File: src/rtl/tile_writeback.sv
// Result-side writeback for the 4x4 MAC array: queues finished rows in a small FIFO and
// commits them to output memory, overwriting or accumulating, plus the job-start clear sweep.
module tile_writeback #(
    parameter int DW     = 16,
    parameter int FDEPTH = 4,
    parameter int OWORDS = 16
) (
    input  logic            CLK,
    input  logic            RST,
    input  logic            CLR,
    input  logic            PE_VALID,
    input  logic [4*DW-1:0] PE_DATA,
    input  logic            PE_LAST,
    input  logic [3:0]      ODST,
    input  logic            ACC,
    output logic            OMEM_EN,
    output logic            OMEM_WE,
    output logic [3:0]      OMEM_ADDR,
    output logic [4*DW-1:0] OMEM_WDATA,
    input  logic [4*DW-1:0] OMEM_RDATA,
    output logic            Tile_Done,
    output logic            BUSY,
    output logic            OVF
);

    localparam int PW = $clog2(FDEPTH);

    typedef struct packed {
        logic [3:0]      dst;
        logic            acc;
        logic            last;
        logic [4*DW-1:0] data;
    } entry_t;

    typedef enum logic [2:0] {IDLE, CLEAR, WR, RD, RMW, DONE} state_t;

    state_t        state, state_n;
    logic [3:0]    clr_cnt, clr_cnt_n;

    entry_t        fifo_mem [FDEPTH];
    logic [PW-1:0] rd_ptr, wr_ptr, rd_ptr_inc;
    logic [PW:0]   count;
    entry_t        head, in_entry, next_head;
    logic          full, push, pop, more_after_pop;

    assign in_entry   = '{dst: ODST, acc: ACC, last: PE_LAST, data: PE_DATA};
    assign head       = fifo_mem[rd_ptr];
    assign rd_ptr_inc = rd_ptr + 1'b1;
    assign full       = (count == (PW+1)'(FDEPTH));
    assign pop        = (state == WR) || (state == RMW);
    assign push       = PE_VALID && (!full || pop);

    // The row following the popped head is either already queued or arriving this cycle.
    assign more_after_pop = (count > (PW+1)'(1)) || push;
    assign next_head      = (count > (PW+1)'(1)) ? fifo_mem[rd_ptr_inc] : in_entry;

    assign BUSY = (state != IDLE) || (count != '0);

    // NOTE: row storage has no reset; the pointers and count alone define what is valid,
    // so leaving the array unreset keeps it a plain RAM without a reset fan-out.
    always_ff @(posedge CLK) begin
        if (push) fifo_mem[wr_ptr] <= in_entry;
    end

    // NOTE: every sequential block uses non-blocking assignments so all registers
    // update together at the edge, independent of block ordering.
    always_ff @(posedge CLK) begin
        if (RST) begin
            rd_ptr <= '0;
            wr_ptr <= '0;
            count  <= '0;
            OVF    <= 1'b0;
        end else begin
            if (push) wr_ptr <= wr_ptr + 1'b1;
            if (pop)  rd_ptr <= rd_ptr_inc;
            count <= count + {{PW{1'b0}}, push} - {{PW{1'b0}}, pop};
            if (CLR) OVF <= 1'b0;
            if (PE_VALID && full && !pop) OVF <= 1'b1;
        end
    end

    always_ff @(posedge CLK) begin
        if (RST) begin
            state   <= IDLE;
            clr_cnt <= '0;
        end else begin
            state   <= state_n;
            clr_cnt <= clr_cnt_n;
        end
    end

    // NOTE: every output and next-state value is defaulted first so no path infers a latch.
    always_comb begin
        state_n    = state;
        clr_cnt_n  = clr_cnt;
        OMEM_EN    = 1'b0;
        OMEM_WE    = 1'b0;
        OMEM_ADDR  = '0;
        OMEM_WDATA = '0;
        Tile_Done  = 1'b0;
        case (state)
            IDLE: begin
                if (CLR)                state_n = CLEAR;
                else if (count != '0)   state_n = head.acc ? RD : WR;
            end
            CLEAR: begin
                OMEM_EN   = 1'b1;
                OMEM_WE   = 1'b1;
                OMEM_ADDR = clr_cnt;
                clr_cnt_n = clr_cnt + 1'b1;
                if (clr_cnt == 4'(OWORDS - 1)) begin
                    clr_cnt_n = '0;
                    state_n   = IDLE;
                end
            end
            WR, RMW: begin
                OMEM_EN   = 1'b1;
                OMEM_WE   = 1'b1;
                OMEM_ADDR = head.dst;
                if (state == WR) begin
                    OMEM_WDATA = head.data;
                end else begin
                    // Lane-wise modular add; carries never cross lane boundaries.
                    for (int k = 0; k < 4; k++)
                        OMEM_WDATA[k*DW +: DW] = OMEM_RDATA[k*DW +: DW] + head.data[k*DW +: DW];
                end
                if (head.last)          state_n = DONE;
                else if (more_after_pop) state_n = next_head.acc ? RD : WR;
                else                    state_n = IDLE;
            end
            RD: begin
                OMEM_EN   = 1'b1;
                OMEM_ADDR = head.dst;
                state_n   = RMW;
            end
            DONE: begin
                Tile_Done = 1'b1;
                if (count != '0) state_n = head.acc ? RD : WR;
                else             state_n = IDLE;
            end
            default: state_n = IDLE;
        endcase
    end

endmodule
File: config.mk
export PLATFORM = sky130hd
export DESIGN_NAME = tile_writeback
export DESIGN_NICKNAME = d
export VERILOG_FILES = /design/src/rtl/tile_writeback.sv
export SDC_FILE = /design/constraint.sdc
export NUM_CORES = 1
export LEC_CHECK = 0
export ABC_CLOCK_PERIOD_IN_PS = 10000
export BUFFER_PORTS_ARGS = -buffer_cell sky130_fd_sc_hd__buf_2
export CAP_MARGIN = 10
export CORE_UTILIZATION = 25
export CTS_BUF_LIST = sky130_fd_sc_hd__clkbuf_8
export DETAILED_ROUTE_END_ITERATION = 7
export PLACE_DENSITY = 0.49
export SLEW_MARGIN = 40
export SYNTH_ARGS = -nofsm -noshare
export SYNTH_HDL_FRONTEND = slang
export SYNTH_SLANG_ARGS = --single-unit
File: constraint.sdc
create_clock -name CLK -period 10 [get_ports CLK]
set_input_delay 1.5 -clock CLK [delete_from_list [all_inputs] [get_ports CLK]]
set_output_delay 1.5 -clock CLK [all_outputs]
set_load 0.005 [all_outputs]
# Word-level counts from Yosys, hierarchy flattened
# Memory sizes are Yosys's and may differ from the RTL's. A register that Yosys moved wholly into a read port is not among the register bits.
# Cells that the tools add are included.
# op_classes
n_shift	0
n_bitwise	0
n_reduce_logical	18
div_mod_pow	0
magnitude_cmp	1
eq_ne	9
n_mul	0
n_mux	23
add_sub_neg	9
# ops
cell	count
64-bit two-way mux	2
66-bit two-way mux	1
16-bit adder	4
3-bit one-hot mux with 5 select lines	1
3-bit two-way mux	4
3-bit == test, second input constant	3
1-bit two-way mux	9
2-bit two-way mux	4
4-bit one-hot mux with 2 select lines	1
3-bit by 2-bit == test with 1-bit output, second input constant	2
3-bit nonzero test	2
3-bit OR reduction	2
2-bit by 1-bit adder with 2-bit output, second input constant	2
4-bit by 1-bit adder with 4-bit output, second input constant	1
4-bit == test, second input constant	1
1-bit logical OR	4
4-bit two-way mux	1
4-bit OR reduction	1
3-bit by 1-bit adder with 3-bit output	1
3-bit by 1-bit == test with 1-bit output, second input constant	1
3-bit by 1-bit greater-than comparator with 1-bit output, second input constant	1
1-bit logical AND	3
3-bit zero test	1
3-bit inequality test, second input constant	1
6 further kinds	7
# totals
n_memories	1
latch_bits	0
word_cells	67
reg_bits	15
mem_bits_rw	280
rom_bits	0
# mem_list
memory	words	width	read_ports	rd_ports_with_merged_regs	write_ports	line_no	source
fifo_mem	4	70	2	1	1	40	entry_t fifo_mem [FDEPTH];

# Logic depth before layout (Yosys ltp)
# depth
ltp_word	8
mapped_depth	12
ltp_nobuf	11

# Worst setup path before layout
# No wires, ideal clock.
# synth_timing
kind	input -> output
start	in OMEM_RDATA[48]
end	out OMEM_WDATA[58]
arrival_ns	3.457
cell_stages	9
path_slack_ns	5.043
path_cell_list	ha_1 > fa_1 > a21o_1 > a21o_1 > a2111oi_4 > nor3_1 > o21a_1 > o311ai_1 > nand2_1
# synth_via
elab_chain_cells	3
# synth_rtl
element	line_no	source
start, declared	20	input logic [4*DW-1:0] OMEM_RDATA,
16-bit adder	125	OMEM_WDATA[k*DW +: DW] = OMEM_RDATA[k*DW +: DW] + head.data[k*DW +: DW];
64-bit two-way mux	120	if (state == WR) begin
64-bit two-way mux	101	case (state)
end, declared	19	output logic [4*DW-1:0] OMEM_WDATA,
# Every way passes these cells.

==> flow_metrics.tcl <==
set metrics [dict create \
    h-tree-depth 2 \
    synthTopCellsByArea "edfxtp_1, mux4_2, ha_1" \
    synthCells 971 \
    crit_cells 12 \
    grt_remaining_overflow 0 \
    ctsResizeCount 0 \
    rr_endpoint "fifo_mem[1][22]" \
    die_y_um 242 \
    hp-class "reg2reg" \
    syn_to_final_growth_pct 20.3 \
    grt_max_degree 58 \
    dp_cells 1911 \
    routabilityCongestion 0.811 \
    wire_per_inst_um 19.5 \
    placed_cell_area_mm2 0.0164 \
    worstSkewPairLatency_ns 0.62 \
    placementRows 87 \
    reg2reg_setup_slack_ns 7.10 \
    cts_inserted_buffers 52 \
    finalSetupTns_ns 0 \
    fin_crit_sh 0.632 \
    synth_top_area_share 0.582 \
    antenna_found_initial 8 \
    power.static_leakage_uw 0.00639 \
    outcome "complete, no violations" \
    slowest_stage "dfxtp_4" \
    hold_violations 0 \
    cts_tree "done" \
    ir_drop_mv 0.0957 \
    first_global_vias 9534 \
    drive_gt1_frac 0.297 \
    endpoint "OMEM_WDATA[28]" \
    synth.avg_cell_area_um2 14.9 \
    yosysWarnings 0 \
    path_max_fanout 38 \
    io_pins 211 \
    maxCapViolations 0 \
    post_cts_buffers 0 \
    cpPeakStageDelay_ns 0.78 \
    synth_edf_count 280 \
    hpwl_mm 26.7 \
    grt_first_pass_wirelength_mm 58.1 \
    fin_total_pwr_uw 4220 \
    r2r-start "state[2]" \
    clkTransAtPathRegs_ns 0.06 \
    die-width_um 242 \
    crit_type "reg2out" \
    route.vias.total 9249 \
    drt_iter0_drc 529 \
    cp-end-kind "output pin" \
    clkSinkCount 297 \
    path_delay_family "compound AO/OA/AOI/OAI gates" \
    cts_hold_buf 0 \
    synth_cell_types 63 \
    io_buffers 210 \
    die_area_mm2 0.0587 \
    synthesis.area_mm2 0.0144 \
    final_area_mm2 0.0174 \
    drtPass1Iterations 4 \
    path_buf_inv 2 \
    powerDensity_mw_per_mm2 243 \
    slew_headroom 0.514 \
    setup_viol 0 \
    stdcell_count 2010 \
    routed_wl_mm 39.3 \
    crit_arrival_ns 4.82 \
    syn_nets 1183 \
    synth.largest_area_cell "edfxtp_1" \
    max_slew.worst_pin.slew_ns 0.710 \
    fmax_mhz 158 \
    drc 0 \
    num-nets-final 1421 \
    synth_ff_type "edfxtp_1" \
    seq_area_frac_synth 0.606 \
    rsz0062_at_grt "false" \
    critPathRequiredTime_ns 8.50 \
    synth_seq_cells 297 \
    grt_use_total 0.131 \
    ant_nets 0 \
    skew_ns 0.0169 \
    core-area_mm2 0.0567 \
    slew_violations 0 \
    initial_core_util 0.255 \
    async_flop_share 0 \
    cp_cell_sequence "buf_4, mux4_2, ha_1, fa_1, a21o_1, a21o_1, a221oi_1, o21ai_1, o31ai_1, xnor2_1, o21ai_1, buf_2" \
    routed_via_density 4.60 \
    start_kind "flip-flop" \
    clock-root-buffer "clkbuf_8" \
    min_period_ns 6.32 \
    clockBufferDepth 3 \
    rr_worst_depth 5 \
]
==> cells by family (layout without fill, tap and decap cells) <==
family / after synthesis / in the layout / synth area share
other cells: 0 / 3 / 0
xor+xnor: 56 / 56 / 0.0340
fa+ha+maj: 74 / 74 / 0.0667
flops: 297 / 297 / 0.606
simple gates: 184 / 184 / 0.0582
buf+inv: 57 / 337 / 0.0157
mux: 76 / 76 / 0.114
compound gates: 227 / 227 / 0.105
==> layout by cell type (no fill, tap or decap), drive strengths merged, types with 9 or more instances in the layout <==
| cell type | netlist | layout |
|---|---|---|
| xnor2 | 31 | 31 |
| buf | 16 | 220 |
| clkinv | 0 | 26 |
| a21o | 30 | 30 |
| nand2 | 87 | 87 |
| ha | 69 | 69 |
| nand3 | 11 | 11 |
| and3 | 10 | 10 |
| xor2 | 25 | 25 |
| dfxtp | 17 | 17 |
| o21ai | 70 | 70 |
| mux4 | 71 | 71 |
| clkbuf | 20 | 54 |
| a21oi | 38 | 38 |
| a22o | 11 | 11 |
| nor2 | 33 | 33 |
| and2 | 9 | 9 |
| inv | 21 | 35 |
| edfxtp | 280 | 280 |
| o21a | 9 | 9 |
==> per-stage QoR <==
| step | util | hold slack, ns | worst slack (ns) |
|---|---|---|---|
| floorplan | - | 0.466 | 5.04 |
| global placement | 0.289 | 0.462 | 4.28 |
| detailed placement | 0.289 | 0.473 | 4.29 |
| CTS | 0.306 | 0.483 | 3.53 |
| global route | 0.306 | 0.522 | 3.40 |
| finish | 0.306 | 0.472 | 3.68 |
==> sequential cells by signal (all words and copies together), names as in the netlist, named ones only <==
name / cells
wr_ptr: 2
fifo_mem: 280
state: 3
rd_ptr: 2
clr_cnt: 4
OVF: 1
count: 3
==> routing by layer <==
layer,track usage,share of wire
met1,0.170,0.45
met2,0.215,0.47
met3,0.0309,0.051
met4,0.0424,0.019
met5,0,0.0018
==> worst min-delay path, stage by stage, from the launching register on <==
cell and delay, ns:
dfxtp_1 0.31, nand2b_1 0.06, a21oi_1 0.06
==> power by group <==
group          total [µW]  leakage [µW]  internal (µW)  switching, µW
logic                1590       0.00314            694            895
registers            1580       0.00271           1520           57.9
clock network        1050      0.000545            551            496
==> synthesized netlist by cell type (4+ instances only) <==
cell      count
inv_1        21
o21ai_1      12
nand4_1       5
edfxtp_1    280
nand2_1      87
buf_1         6
xnor2_1      31
nor3_1        5
dfxtp_1      17
o21bai_1      7
a31oi_1       7
buf_2        10
a211oi_1      6
and2_1        9
clkbuf_1     20
a21o_1       30
o311ai_1      4
o21ai_0      58
a21oi_1      38
o22ai_1       5
nand2b_1      5
or3_1         6
and3_1       10
o21a_1        9
nor2b_1       5
nand3_1      11
fa_1          5
a22o_1       11
nor2_1       33
a22oi_1       4
mux4_2       71
xor2_1       25
o31ai_1       7
ha_1         69
==> how the worst min path moves through the flow <==
stage                     start  endpoint  slack [ns]  cells after the start
after CTS                   OVF       OVF        0.48                      2
final                       OVF       OVF        0.47                      2
after global routing        OVF       OVF        0.52                      2
after global placement      OVF       OVF        0.46                      2
after floorplan             OVF       OVF        0.47                      2
after detailed placement    OVF       OVF        0.47                      2
==> final cells by class <==
| class | count | area (µm²) |
|---|---|---|
| flip-flops and latches | 297 | 8760 |
| well taps | 756 | 946 |
| repair buffers | 220 | 1130 |
| inverters | 21 | 78.8 |
| clock buffers | 54 | 743 |
| multi-input cells | 617 | 5490 |
| fillers | 5703 | 39300 |
| diodes | 3 | 7.51 |
| clock inverters | 42 | 223 |
Note: power is estimated with default switching activity, not from simulation.
